[src/rtl/hpf_bias_cal_ctrl.sv]
// ============================================================================
// hpf_bias_cal_ctrl
// ----------------------------------------------------------------------------
// Calibration sequencer for the differential AC-coupled high-pass filter pair.
// A successive-approximation search on the bias trim DAC code drives the p/n
// filter outputs towards each other (outp ~= outn), using the offset
// comparator as the decision element.
//
// Sequence per calibration:
//   IDLE -> SHORT  : fast_settle pre-charges the coupling nodes
//   SHORT -> SETTLE: wait for the HPF to settle after a code change
//   SETTLE -> SAMPLE: request a comparator decision (with timeout)
//   SAMPLE -> UPDATE: resolve the current bit, trial-set the next one
//   UPDATE -> SETTLE (more bits) or DONE (all bits resolved)
//   DONE -> IDLE   : result held on trim_code, done/sat flagged
//
// Build option:
//   HPF_CAL_MAJORITY_EN  when defined, each bit decision is the majority of
//                        three comparator handshakes, with cmp_req dropped
//                        for one clock between handshakes. The timeout is
//                        applied to each handshake separately.
//
// Parameters:
//   NBITS          trim code width
//   SHORT_CYCLES   clocks fast_settle is held at the start of a cal (>=1)
//   SETTLE_CYCLES  clocks waited after every code change (>=1)
//   CMP_TIMEOUT    clocks cmp_req may wait for cmp_valid (>=1)
//
// Ports:
//   clk          clock
//   rstb         asynchronous active-low reset
//   start        single-cycle pulse, begins calibration (ignored while busy)
//   abort        synchronous abort, wins over start
//   cmp_valid    comparator decision valid (only looked at while sampling)
//   cmp_dec      comparator decision, 1 = outp > outn (trim too high)
//   cmp_req      comparator sample request
//   fast_settle  shorts HPF output to bias for fast pre-charge
//   trim_code    bias trim DAC code (working code while busy, result after)
//   busy         calibration in progress
//   done         level, high after a successful cal until next start/abort
//   sat          final code is all-zeros or all-ones (valid with done)
//   cal_err      comparator timeout occurred, sticky until next start
// ============================================================================
module hpf_bias_cal_ctrl #(
   parameter int NBITS         = 6,
   parameter int SHORT_CYCLES  = 16,
   parameter int SETTLE_CYCLES = 100,
   parameter int CMP_TIMEOUT   = 255
) (
   input  logic             clk,
   input  logic             rstb,
   input  logic             start,
   input  logic             abort,
   input  logic             cmp_valid,
   input  logic             cmp_dec,
   output logic             cmp_req,
   output logic             fast_settle,
   output logic [NBITS-1:0] trim_code,
   output logic             busy,
   output logic             done,
   output logic             sat,
   output logic             cal_err
);

   // State encoding
   localparam logic [2:0] S_IDLE   = 3'd0;
   localparam logic [2:0] S_SHORT  = 3'd1;
   localparam logic [2:0] S_SETTLE = 3'd2;
   localparam logic [2:0] S_SAMPLE = 3'd3;
   localparam logic [2:0] S_UPDATE = 3'd4;
   localparam logic [2:0] S_DONE   = 3'd5;

   // One down-counter is shared by SHORT, SETTLE and the comparator timeout,
   // since only one of them is ever running. It is sized for the largest.
   localparam int MAX_AB  = (SHORT_CYCLES > SETTLE_CYCLES) ? SHORT_CYCLES : SETTLE_CYCLES;
   localparam int MAX_CNT = (MAX_AB > CMP_TIMEOUT) ? MAX_AB : CMP_TIMEOUT;
   localparam int CW      = $clog2(MAX_CNT + 1);
   localparam int IW      = (NBITS > 1) ? $clog2(NBITS) : 1;

   // Counters are loaded with N-1 on state entry and the state is left on
   // the clock where they read zero, so each phase lasts exactly N clocks.
   localparam logic [CW-1:0] SHORT_LOAD   = CW'(SHORT_CYCLES - 1);
   localparam logic [CW-1:0] SETTLE_LOAD  = CW'(SETTLE_CYCLES - 1);
   localparam logic [CW-1:0] TIMEOUT_LOAD = CW'(CMP_TIMEOUT - 1);

   localparam logic [NBITS-1:0] MIDSCALE  = NBITS'(1) << (NBITS - 1);
   localparam logic [NBITS-1:0] FULLSCALE = '1;
   localparam logic [IW-1:0]    TOP_IDX   = IW'(NBITS - 1);

   logic [2:0]       state;
   logic [CW-1:0]    cnt;
   logic [IW-1:0]    idx;
   logic [IW-1:0]    idx_dn;
   logic             dec_q;
   logic [NBITS-1:0] code_upd;
   logic             sat_next;

`ifdef HPF_CAL_MAJORITY_EN
   // Majority-vote bookkeeping: handshake number within the current bit,
   // count of '1' decisions so far, and the one-clock request gap.
   logic [1:0]       hs;
   logic [1:0]       votes;
   logic             gap;
   logic             maj_dec;

   // With two votes already in, the third decision only matters on a tie.
   assign maj_dec = (votes == 2'd2) || ((votes == 2'd1) && cmp_dec);
`endif

   assign idx_dn = idx - 1'b1;

   // SAR step: a '1' decision means the trial bit pushed the output too
   // high, so it is removed; the next lower bit is then trial-set.
   always_comb begin
      code_upd = trim_code;
      if (dec_q) begin
         code_upd[idx] = 1'b0;
      end
      if (idx != '0) begin
         code_upd[idx_dn] = 1'b1;
      end
   end

   assign sat_next = (trim_code == '0) || (trim_code == FULLSCALE);

   // Main sequencer. Abort is evaluated before the state case so it wins
   // over start and over every in-flight phase; cal_err is intentionally
   // left untouched by abort so a timeout report survives until next start.
   always_ff @(posedge clk or negedge rstb) begin
      if (!rstb) begin
         state       <= S_IDLE;
         cnt         <= '0;
         idx         <= '0;
         dec_q       <= 1'b0;
         cmp_req     <= 1'b0;
         fast_settle <= 1'b0;
         trim_code   <= MIDSCALE;
         busy        <= 1'b0;
         done        <= 1'b0;
         sat         <= 1'b0;
         cal_err     <= 1'b0;
`ifdef HPF_CAL_MAJORITY_EN
         hs          <= '0;
         votes       <= '0;
         gap         <= 1'b0;
`endif
      end else if (abort) begin
         state       <= S_IDLE;
         cmp_req     <= 1'b0;
         fast_settle <= 1'b0;
         trim_code   <= MIDSCALE;
         busy        <= 1'b0;
         done        <= 1'b0;
         sat         <= 1'b0;
`ifdef HPF_CAL_MAJORITY_EN
         hs          <= '0;
         votes       <= '0;
         gap         <= 1'b0;
`endif
      end else begin
         case (state)
            S_IDLE: begin
               if (start) begin
                  trim_code   <= MIDSCALE;
                  idx         <= TOP_IDX;
                  busy        <= 1'b1;
                  fast_settle <= 1'b1;
                  done        <= 1'b0;
                  sat         <= 1'b0;
                  cal_err     <= 1'b0;
                  cnt         <= SHORT_LOAD;
                  state       <= S_SHORT;
               end
            end

            S_SHORT: begin
               if (cnt == '0) begin
                  fast_settle <= 1'b0;
                  cnt         <= SETTLE_LOAD;
                  state       <= S_SETTLE;
               end else begin
                  cnt <= cnt - 1'b1;
               end
            end

            S_SETTLE: begin
               if (cnt == '0) begin
                  cmp_req <= 1'b1;
                  cnt     <= TIMEOUT_LOAD;
                  state   <= S_SAMPLE;
`ifdef HPF_CAL_MAJORITY_EN
                  hs      <= '0;
                  votes   <= '0;
                  gap     <= 1'b0;
`endif
               end else begin
                  cnt <= cnt - 1'b1;
               end
            end

            S_SAMPLE: begin
`ifdef HPF_CAL_MAJORITY_EN
               // During the gap cmp_valid is ignored and the timeout is not
               // running; the request is re-raised with a fresh timeout.
               if (gap) begin
                  gap     <= 1'b0;
                  cmp_req <= 1'b1;
                  cnt     <= TIMEOUT_LOAD;
               end else if (cmp_valid) begin
                  cmp_req <= 1'b0;
                  if (hs == 2'd2) begin
                     dec_q <= maj_dec;
                     state <= S_UPDATE;
                  end else begin
                     votes <= votes + {1'b0, cmp_dec};
                     hs    <= hs + 1'b1;
                     gap   <= 1'b1;
                  end
               end else if (cnt == '0) begin
                  cal_err   <= 1'b1;
                  busy      <= 1'b0;
                  cmp_req   <= 1'b0;
                  trim_code <= MIDSCALE;
                  state     <= S_IDLE;
               end else begin
                  cnt <= cnt - 1'b1;
               end
`else
               // A decision arriving on the final timeout clock still counts.
               if (cmp_valid) begin
                  cmp_req <= 1'b0;
                  dec_q   <= cmp_dec;
                  state   <= S_UPDATE;
               end else if (cnt == '0) begin
                  cal_err   <= 1'b1;
                  busy      <= 1'b0;
                  cmp_req   <= 1'b0;
                  trim_code <= MIDSCALE;
                  state     <= S_IDLE;
               end else begin
                  cnt <= cnt - 1'b1;
               end
`endif
            end

            S_UPDATE: begin
               trim_code <= code_upd;
               if (idx != '0) begin
                  idx   <= idx_dn;
                  cnt   <= SETTLE_LOAD;
                  state <= S_SETTLE;
               end else begin
                  state <= S_DONE;
               end
            end

            S_DONE: begin
               busy  <= 1'b0;
               done  <= 1'b1;
               sat   <= sat_next;
               state <= S_IDLE;
            end

            default: begin
               state <= S_IDLE;
            end
         endcase
      end
   end

endmodule

[config.mk]
export PLATFORM = sky130hd
export DESIGN_NAME = hpf_bias_cal_ctrl
export DESIGN_NICKNAME = d
export VERILOG_FILES = /design/src/rtl/hpf_bias_cal_ctrl.sv
export SDC_FILE = /design/constraint.sdc
export NUM_CORES = 1
export LEC_CHECK = 0
export BUFFER_PORTS_ARGS = -buffer_cell sky130_fd_sc_hd__buf_2
export CELL_PAD_IN_SITES_DETAIL_PLACEMENT = 1
export CELL_PAD_IN_SITES_GLOBAL_PLACEMENT = 1
export CORE_MARGIN = 3
export CORE_UTILIZATION = 42
export CTS_BUF_LIST = sky130_fd_sc_hd__clkbuf_4 sky130_fd_sc_hd__clkbuf_8
export CTS_CLUSTER_SIZE = 25
export DETAILED_ROUTE_END_ITERATION = 10
export PLACE_DENSITY = 0.75
export REMOVE_ABC_BUFFERS = 1
export SLEW_MARGIN = 5
export SYNTH_ARGS = -nofsm -noshare
export SYNTH_HDL_FRONTEND = slang
export SYNTH_SLANG_ARGS = --single-unit
[constraint.sdc]
create_clock -name clk -period 2 [get_ports clk]
set_input_delay 0.1 -clock clk [delete_from_list [all_inputs] [get_ports clk]]
set_output_delay 0.1 -clock clk [all_outputs]
set_load 0.01 [all_outputs]
==> results.sh, run 1 <==
export IMPL_tns_ns=0
export IMPL_cts_root_buf="clkbuf_8"
export IMPL_drt_first_iter_violations=67
export IMPL_syn_inst=208
export IMPL_io_pins=18
export IMPL_required_ns=2.19
export IMPL_n_antenna_cell=0
export IMPL_final_cell_area_sq_mm=0.00213
export IMPL_wl_per_cell_um=19.9
export IMPL_track_usage_pct=23.7
export IMPL_htreeDepth=1
export IMPL_rr_endpoint="cnt[0]$_DFFE_PN0P_"
export IMPL_path_class="reg -> reg"
export IMPL_synthSimpleGateAreaFrac_pct=21.7
export IMPL_arrival_ns=2.13
export IMPL_antenna_found_initial=0
export IMPL_synthArstFlopShare_pct=100
export IMPL_die_y_um=71.2
export IMPL_path_delay_family="simple AND/OR/NAND/NOR gates"
export IMPL_grt_overflow=0
export IMPL_grt_pass1_vias=1968
export IMPL_synth_flop_cell="dfrtp_1"
export IMPL_die_area_sq_mm=0.00507
export IMPL_synth_cell_type_count=50
export IMPL_rsz0062_at_grt="true"
export IMPL_drive_gt1_share_pct=26.6
export IMPL_synth_seq_cells=27
export IMPL_synth_compound_area_share_pct=28.8
export IMPL_ff2ff_path_depth=8
export IMPL_dp_cells=281
export IMPL_synthToLayoutAreaGrowth_pct=19.3
export IMPL_fin_crit_ns=1.94
export IMPL_max_stage_delay_ns=0.40
export IMPL_critPathMaxFanout=5
export IMPL_worstHoldStart="cmp_dec"
export IMPL_synth_area_leaders="dfrtp_1 (36%), a21oi_1 (5.6%), o21ai_0 (4.2%)"
export IMPL_hold_depth=2
export IMPL_clockBufferDepth=2
export IMPL_synth_top_area_share_pct=36.5
export IMPL_peakVddDrop_uv=519
export IMPL_grt_max_degree=28
export IMPL_die_x_um=71.2
export IMPL_post_dp_hpwl_um=4310
export IMPL_vias=1774
export IMPL_wirelength_um=5700
export IMPL_final_antenna_net_count=0
export IMPL_yosys_area_share_adder_pct=2.81
export IMPL_max_cap_viol_count=0
export IMPL_finalSetupViolCount=0
export IMPL_drc=0
export IMPL_slew_headroom_pct=57.3
export IMPL_io_buffer_count=17
export IMPL_path_cells="inv_1 > ha_1 > nor4b_4 > nand2_1 > a21oi_4 > buf_4 > nor3_1 > nor3b_1"
export IMPL_instances_no_fill=287
export IMPL_placed_area_sq_mm=0.00201
export IMPL_cts_tree="done"
export IMPL_crit_buf_inv=2
export IMPL_synth_seq_area_share_pct=37.9
export IMPL_grt_pass1_wl_um=9690
export IMPL_cts_sinks=27
export IMPL_p_per_area_mw_per_mm2=1060
export IMPL_synth_xor_xnor_area_share_pct=0.982
export IMPL_dr_pass1_iters=5
export IMPL_nNetsFinal=248
export IMPL_synth_edff_count=0
export IMPL_p_leak_nw=0.928
export IMPL_hp_class="in -> reg"
export IMPL_yosys_warnings=0
export IMPL_synth_top_family_by_area="compound AO/OA/AOI/OAI gates"
export IMPL_core_area_sq_mm=0.00406
export IMPL_period_share_pct=96.9
export IMPL_clock_latency_ns=0.28
export IMPL_hold_end="dec_q$_DFFE_PN0P_"
export IMPL_tightest_slew_ns=0.640
export IMPL_yosys_area_top_type="dfrtp_1"
export IMPL_syn_avg_cell_area_sq_um=8.58
export IMPL_rows=23
export IMPL_fmax_mhz=516
export IMPL_yosys_mux_area_fraction_pct=1.89
export IMPL_reg2reg_slack_ns=0.06
export IMPL_vias_per_cell=6.18
export IMPL_startpoint_type="register"
export IMPL_slowest_stage="dfrtp_1"
export IMPL_gp_congestion=0.845
export IMPL_status="completed"
export IMPL_cts_buffers=3
export IMPL_drv_slew=0
export IMPL_clk_pin_slew_worst_paths_ns=0.10
export IMPL_r2r_start="cnt[1]$_DFFE_PN0P_"
export IMPL_start_util_pct=44.0
export IMPL_cp_end_kind="register"
export IMPL_syn_area_sq_mm=0.00178
export IMPL_hold_viol_final=0
export IMPL_clock_skew_ns=0.00751
[synth_stat cells (2+ instances only)]
library cell and n:
nor2b_1 2, nand3_1 3, o41ai_1 2, nor3_1 8
a21oi_1 20, dfrtp_1 26, nand2_1 16, buf_2 3
nand4_1 2, clkbuf_1 9, ha_1 4, or4_1 2
a211oi_1 4, a2111o_1 2, o21ai_0 15, or3_1 5
inv_1 9, o31ai_1 6, nor3b_1 2, a41oi_1 2
buf_6 2, a21o_1 4, a2bb2oi_1 3, mux2_2 3
a22o_1 3, nor4_1 5, a211o_1 3, nand2b_1 2
a31oi_1 2, nor2_1 18, xor2_1 2
[per-layer routing]
layer | vias up | share of wire [%] | track usage [%] | wire length, um
met4 | 0 | 2.4 | 7.31 | 136
met2 | 44 | 50 | 40.5 | 2860
li1 | 829 | - | - | -
met1 | 884 | 45 | 30.7 | 2580
met5 | - | 0 | 0 | 0
met3 | 17 | 2.3 | 3.41 | 134
[cell type report]
cell class | count | area (sq um)
multi-input cells | 158 | 1050
well taps | 50 | 62.6
clock buffers | 4 | 48.8
flip-flops and latches | 27 | 678
inverters | 9 | 33.8
repair buffers | 39 | 253
fillers | 493 | 1930
[cell usage in the layout, fill, tap and decap left out, types with 2 or more instances in the layout]
master,instances
a2111o_1,2
a211o_1,3
a211oi_1,4
a21o_1,4
a21oi_1,18
a21oi_2,2
a22o_1,3
a2bb2oi_1,3
a31oi_1,2
a41oi_1,2
buf_2,17
buf_4,21
clkbuf_8,3
dfrtp_1,25
ha_1,3
inv_1,8
mux2_2,3
nand2_1,16
nand2b_1,2
nand3_1,2
nand3_2,2
nand4_1,2
nor2_1,16
nor2_2,2
nor3_1,8
nor3b_1,2
nor4_1,5
o21ai_0,14
o21ai_1,2
o31ai_1,6
or3_1,5
or4_1,2
xor2_1,2
[worst max path at each step]
stage                  startpoint                       end  slack, ns  cells after the start
2_1_floorplan  cnt[0]$_DFFE_PN0P_        cnt[6]$_DFFE_PN0P_       0.02                      7
3_3_place_gp   cnt[0]$_DFFE_PN0P_        cnt[6]$_DFFE_PN0P_       0.05                      7
3_5_place_dp   cnt[0]$_DFFE_PN0P_  trim_code[5]$_DFFE_PN1P_      -0.08                      7
4_1_cts        cnt[1]$_DFFE_PN0P_  trim_code[5]$_DFFE_PN1P_      0.003                      7
5_1_grt        cnt[1]$_DFFE_PN0P_        cnt[0]$_DFFE_PN0P_      -0.08                      8
6_report       cnt[1]$_DFFE_PN0P_        cnt[0]$_DFFE_PN0P_       0.06                      8
[logic make-up (layout without fill, tap and decap cells)]
| group | Yosys count | count (layout) |
|---|---|---|
| AOI/OAI and AO/OA | 76 | 76 |
| adders and majority gates | 4 | 4 |
| and+or+nand+nor | 73 | 73 |
| xor gates and xnor gates | 2 | 2 |
| buffers and inverters | 23 | 52 |
| DFF | 27 | 27 |
| muxes | 3 | 3 |
[where the power goes]
part,switching [mW],internal (mW)
Combinational,0.658,0.466
Clock,0.178,0.156
Sequential,0.141,0.659
Total,0.977,1.28
[worst reg2reg max path, delay by kind of cell (launching register included)]
family	cells	cell delay, ns
fa+ha+maj	1	0.15
compound gates	1	0.26
flops	1	0.40
simple gates	4	0.80
buf+inv	2	0.25
[metrics by stage]
step | util [%] | setup slack (ns) | hold WS, ns | power, mW
after floorplan | - | 0.0236 | -0.196 | 1.40
after global placement | 49.6 | 0.0549 | 0.145 | 1.79
after detailed placement | 49.6 | -0.0757 | 0.164 | 1.87
after CTS | 51.5 | 0.00294 | 0.0620 | 2.23
after global routing | 52.5 | -0.0763 | 0.0576 | 2.42
final | 52.5 | 0.0612 | 0.0707 | 2.26
[flip-flops by register name, summed over array words and instances (netlist names)]
name and count:
busy 1, cal_err 1, cmp_req 1, cnt 8, dec_q 1, done 1
fast_settle 1, idx 3, sat 1, state 3, trim_code 6
[repair_timing]
action,CTS,global route
resized for setup,6,9
setup endpoints to repair,4,10
cloned,0,0
hold buffers,1,0
hold endpoints to repair,26,0
setup buffers,0,1
No activity file was read; power rests on OpenSTA's default activity.
==> run 2, diff against run 1 <==
- PLACE_DENSITY: 0.75 -> default
- PLACE_DENSITY_LB_ADDON: default -> 0.15
==> run 2 against run 1 <==
Register-to-register slack better by 0.02 ns. Wire length is 0.65% higher. Maximum frequency is 1.0% higher. Utilization is 1.3 points higher.
==> results.sh, run 2 (synthesis results as in run 1) <==
export IMPL_status="completed"
export IMPL_clockBufferDepth=2
export IMPL_die_x_um=71.2
export IMPL_track_usage_pct=22.1
export IMPL_die_area_sq_mm=0.00507
export IMPL_largest_register_ffs=8
export IMPL_grt_overflow=0
export IMPL_rows=23
export IMPL_post_dp_hpwl_um=4060
export IMPL_hold_ws_ns=0.0489
export IMPL_gp_congestion=0.903
export IMPL_grt_max_degree=28
export IMPL_period_share_pct=95.9
export IMPL_multi_input_area_sq_mm=0.00108
export IMPL_cts_root_buf="clkbuf_8"
export IMPL_layout_common_cells="dfrtp_1 (24), buf_4 (24), a21oi_1 (19)"
export IMPL_arrival_ns=2.14
export IMPL_antenna_found_initial=0
export IMPL_cts_buffers=3
export IMPL_preCtsSetupSlack_ns=-0.0348
export IMPL_fin_ws_ns=0.0814
export IMPL_nNetsFinal=251
export IMPL_final_cell_area_sq_mm=0.00218
export IMPL_n_antenna_cell=0
export IMPL_io_buffer_count=17
export IMPL_grt_pass1_vias=1817
export IMPL_die_y_um=71.2
export IMPL_required_ns=2.22
export IMPL_drt_first_iter_violations=116
export IMPL_drv_slew=0
export IMPL_wirelength_um=5740
export IMPL_cts_sinks=27
export IMPL_clock_skew_ns=0.00764
export IMPL_path_class="reg -> reg"
export IMPL_drc=0
export IMPL_placed_area_sq_mm=0.00199
export IMPL_cp_end_kind="register"
export IMPL_final_util_pct=53.7
export IMPL_seqCellArea_sq_um=679
export IMPL_largestRegisters="cnt x8, trim_code x6"
export IMPL_hp_class="in -> reg"
export IMPL_vias_per_cell=6.13
export IMPL_vias=1777
export IMPL_final_antenna_net_count=0
export IMPL_max_cap_viol_count=0
export IMPL_core_area_sq_mm=0.00406
export IMPL_finalSetupViolCount=0
export IMPL_peakVddDrop_uv=330
export IMPL_clock_latency_ns=0.28
export IMPL_start_util_pct=44.0
export IMPL_grt_pass1_wl_um=8960
export IMPL_fill_cells=496
export IMPL_p_leak_nw=0.942
export IMPL_cts_tree="done"
export IMPL_p_per_area_mw_per_mm2=1060
export IMPL_wl_per_cell_um=19.8
export IMPL_fin_crit_ns=1.92
export IMPL_clk_pin_slew_worst_paths_ns=0.10
export IMPL_drive_gt1_share_pct=28.7
export IMPL_fmax_mhz=521
export IMPL_startpoint_type="register"
export IMPL_tightest_slew_ns=0.624
export IMPL_dr_pass1_iters=4
export IMPL_critPathMaxFanout=7
export IMPL_largest_register="cnt"
export IMPL_io_pins=18
export IMPL_slew_headroom_pct=58.4
export IMPL_htreeDepth=1
export IMPL_synthToLayoutAreaGrowth_pct=22.2
export IMPL_hold_viol_final=0
## run 2: cell count changes in the layout (fill, tap and decap cells not counted), sizes merged
cell / delta
buf: +3
clkbuf: -1
clkinv: +1
## run 2: cell type report
type,instances,share of cell area [%]
sequential,27,31.2
timing repair buffer,42,12.6
tap,50,2.87
inverter,9,1.55
clock inverter,1,0.230
clock buffer,3,1.89
multi-input combinational,158,49.7
## run 2: final timing paths
kind	end	slack, ns	depth (start not counted)	from
max in group asynchronous	idx[1]$_DFFE_PN0P_	1.20	2	rstb
worst max-delay path	cnt[5]$_DFFE_PN0P_	0.08	5	state[1]$_DFFE_PN0P_
worst min-delay path	dec_q$_DFFE_PN0P_	0.05	2	cmp_dec
min in group asynchronous	fast_settle$_DFFE_PN0P_	0.36	2	rstb
worst max register to register	cnt[5]$_DFFE_PN0P_	0.08	5	state[1]$_DFFE_PN0P_
worst min register to register	trim_code[5]$_DFFE_PN1P_	0.51	2	trim_code[5]$_DFFE_PN1P_
## run 2: power by group
part / total [mW] / internal (mW) / leakage [nW] / switching, mW
registers: 0.799 / 0.659 / 0.338 / 0.141
clock network: 0.328 / 0.140 / 0.0255 / 0.188
logic: 1.19 / 0.505 / 0.579 / 0.683
## run 2: per-layer routing
metal  share of wire [%]  vias up  track usage (%)
met5                   0        -                0
met4                 2.1        0             6.89
met3                 2.9       11             2.84
met2                  50       40             37.4
met1                  45      890             29.1
li1                    -      836                -
## run 2: worst max-delay path: stages, from the launching register on
cell      delay [ns]
dfrtp_1         0.49
and3b_4         0.25
a211oi_4        0.32
nand3_2         0.14
or4_1           0.55
nand3_1         0.10
## run 2: what timing repair did
item | 4_1_cts | 5_1_grt
buffers inserted | 0 | 7
hold buffers | 1 | 0
cloned | 0 | 0
pin swaps | 0 | 5
hold endpoints to repair | 26 | 0
resized for setup | 4 | 16
endpoints found under the setup margin | 4 | 17
## run 2: stage by stage
step	cells	power [mW]	setup TNS (ns)
floorplan	194	1.40	0
global placement	278	1.77	0
detailed placement	278	1.83	-0.0484
CTS	283	2.18	0
global route	290	2.46	-0.0345
finish	290	2.32	0
==> run 3, diff against run 2 <==
- MAX_ROUTING_LAYER: default -> met4
==> run 3 against run 2 <==
Wire length is 3.7% lower. Die area stayed put. Worst setup slack better by 0.014 ns. Critical endpoint unchanged. Final area is 0.52% lower. Combinational power hardly changed. Count of clock-buffer cells in the layout is 1 higher. Register-to-register slack hardly changed. Final cell count is 0.69% lower.
==> results.sh, run 3 (synthesis results as in run 1) <==
export IMPL_core_area_sq_mm=0.00406
export IMPL_use_met3_pct=2.84
export IMPL_grt_pass1_vias=1718
export IMPL_clock_latency_ns=0.28
export IMPL_cts_root_buf="clkbuf_8"
export IMPL_die_area_sq_mm=0.00507
export IMPL_hp_class="in -> reg"
export IMPL_vias=1753
export IMPL_required_ns=2.21
export IMPL_drc=0
export IMPL_io_buffer_count=17
export IMPL_cts_tree="done"
export IMPL_io_pins=18
export IMPL_wl_per_cell_um=19.2
export IMPL_largest_register="cnt"
export IMPL_p_int_mw=1.30
export IMPL_fill_cells=489
export IMPL_max_cap_viol_count=0
export IMPL_grt_overflow=0
export IMPL_p_per_area_mw_per_mm2=1060
export IMPL_arrival_ns=2.12
export IMPL_final_antenna_net_count=0
export IMPL_dr_pass1_iters=4
export IMPL_seqPwrFrac_pct=34.8
export IMPL_cts_buffers=3
export IMPL_track_usage_pct=22.6
export IMPL_gp_congestion=0.919
export IMPL_antenna_found_initial=0
export IMPL_critPathMaxFanout=5
export IMPL_pwr_share_comb_pct=50.7
export IMPL_clk_pin_slew_worst_paths_ns=0.09
export IMPL_die_y_um=71.2
export IMPL_final_common_cell="dfrtp_1"
export IMPL_wirelength_um=5530
export IMPL_multi_input_area_sq_mm=0.00108
export IMPL_nNetsFinal=249
export IMPL_largest_register_ffs=8
export IMPL_start_util_pct=44.0
export IMPL_synthToLayoutAreaGrowth_pct=21.5
export IMPL_clockBufferDepth=2
export IMPL_fin_ws_ns=0.0956
export IMPL_preCtsSetupSlack_ns=-0.0906
export IMPL_final_util_pct=53.4
export IMPL_die_x_um=71.2
export IMPL_htreeDepth=1
export IMPL_hold_viol_final=0
export IMPL_top_usage_layer="met2"
export IMPL_layout_common_cells="dfrtp_1 (25), buf_4 (22), a21oi_1 (18)"
export IMPL_drv_slew=0
export IMPL_clock_power_share_pct=14.5
export IMPL_cts_sinks=27
export IMPL_tns_ns=0
export IMPL_met2_usage_pct=36.2
export IMPL_n_antenna_cell=0
export IMPL_cp_end_kind="register"
export IMPL_p_sw_share_pct=43.0
export IMPL_slew_headroom_pct=58.3
export IMPL_drive_gt1_share_pct=28.6
export IMPL_grt_pass1_wl_um=8830
export IMPL_max_stage_delay_ns=0.52
export IMPL_slowest_stage="or4_1"
export IMPL_grt_max_degree=28
export IMPL_path_class="reg -> reg"
export IMPL_startpoint_type="register"
export IMPL_fmax_mhz=525
export IMPL_post_dp_hpwl_um=4110
export IMPL_seqCellArea_sq_um=678
export IMPL_status="completed"
export IMPL_path_cells="inv_1 > ha_1 > nor2b_2 > o21ai_2 > nand3_2 > or4_1 > nand3_1"
export IMPL_tightest_slew_ns=0.625
export IMPL_peakVddDrop_uv=457
export IMPL_rows=23
export IMPL_finalSetupViolCount=0
export IMPL_fin_crit_ns=1.90
export IMPL_period_share_pct=95.2
export IMPL_p_leak_nw=0.933
export IMPL_vias_per_cell=6.09
export IMPL_switching_power_uw=984
export IMPL_drt_first_iter_violations=125
export IMPL_clock_skew_ns=0.00494
export IMPL_largestRegisters="cnt x8, trim_code x6"
export IMPL_grtUsageMet1_pct=30.4
run 3: changes by cell type in the layout (fill, tap and decap cells not counted), sizes merged:
cell,before,now
buf,41,39
clkbuf,3,4
clkinv,1,0
run 3: worst paths after layout:
path / from / to / slack (ns) / cells after the start
setup / recovery: idx[0]$_DFFE_PN0P_ / cnt[5]$_DFFE_PN0P_ / 0.1 / 7
hold / removal: cmp_dec / dec_q$_DFFE_PN0P_ / 0.05 / 2
setup reg to reg: idx[0]$_DFFE_PN0P_ / cnt[5]$_DFFE_PN0P_ / 0.1 / 7
hold reg to reg: trim_code[5]$_DFFE_PN1P_ / trim_code[5]$_DFFE_PN1P_ / 0.51 / 2
max in group asynchronous: rstb / idx[1]$_DFFE_PN0P_ / 1.18 / 2
min in group asynchronous: rstb / fast_settle$_DFFE_PN0P_ / 0.37 / 2
run 3: critical path, delay by kind of cell (launching register included):
| family | cells | cell delay [ns] |
|---|---|---|
| flip-flops | 1 | 0.36 |
| AND/OR/NAND/NOR | 4 | 0.93 |
| AO/OA/AOI/OAI | 1 | 0.17 |
| adder cells (fa/ha/maj) | 1 | 0.25 |
| buffers and inverters | 1 | 0.12 |
run 3: power by group through the flow:
stage / clock network (mW) / logic (mW) / registers (mW)
2_1_floorplan: 0 / 0.572 / 0.827
3_3_place_gp: 0 / 0.996 / 0.776
3_5_place_dp: 0 / 1.04 / 0.791
4_1_cts: 0.337 / 1.06 / 0.787
5_1_grt: 0.365 / 1.27 / 0.814
6_report: 0.332 / 1.16 / 0.797
run 3: what timing repair did:
action                                  CTS  global route
hold buffers                              1             0
buffers inserted                          0             5
gates resized for setup                   3            18
hold endpoints to repair                 26             0
pin swaps                                 1             4
endpoints found under the setup margin    5            15
run 3: final cells by class:
cell class / instances / area share (%)
Tap cell: 50 / 2.89
Multi-Input combinational cell: 158 / 50.0
Timing Repair Buffer: 40 / 12.0
Sequential cell: 27 / 31.3
Clock buffer: 4 / 2.25
Inverter: 9 / 1.56
run 3: metrics by stage:
step	total power [mW]	std cells	cell area, sq um	hold slack, ns
2_1_floorplan	1.40	194	1710	-0.196
3_3_place_gp	1.77	278	1990	0.146
3_5_place_dp	1.84	278	1990	0.156
4_1_cts	2.18	283	2060	0.0512
5_1_grt	2.45	288	2170	0.0578
6_report	2.29	288	2170	0.0510
run 3: metal layers:
| layer | routed length (um) | part of all wire (%) |
|---|---|---|
| met5 | 0 | 0 |
| met4 | 84 | 1.5 |
| met3 | 225 | 4.1 |
| met2 | 2710 | 49 |
| met1 | 2510 | 45 |
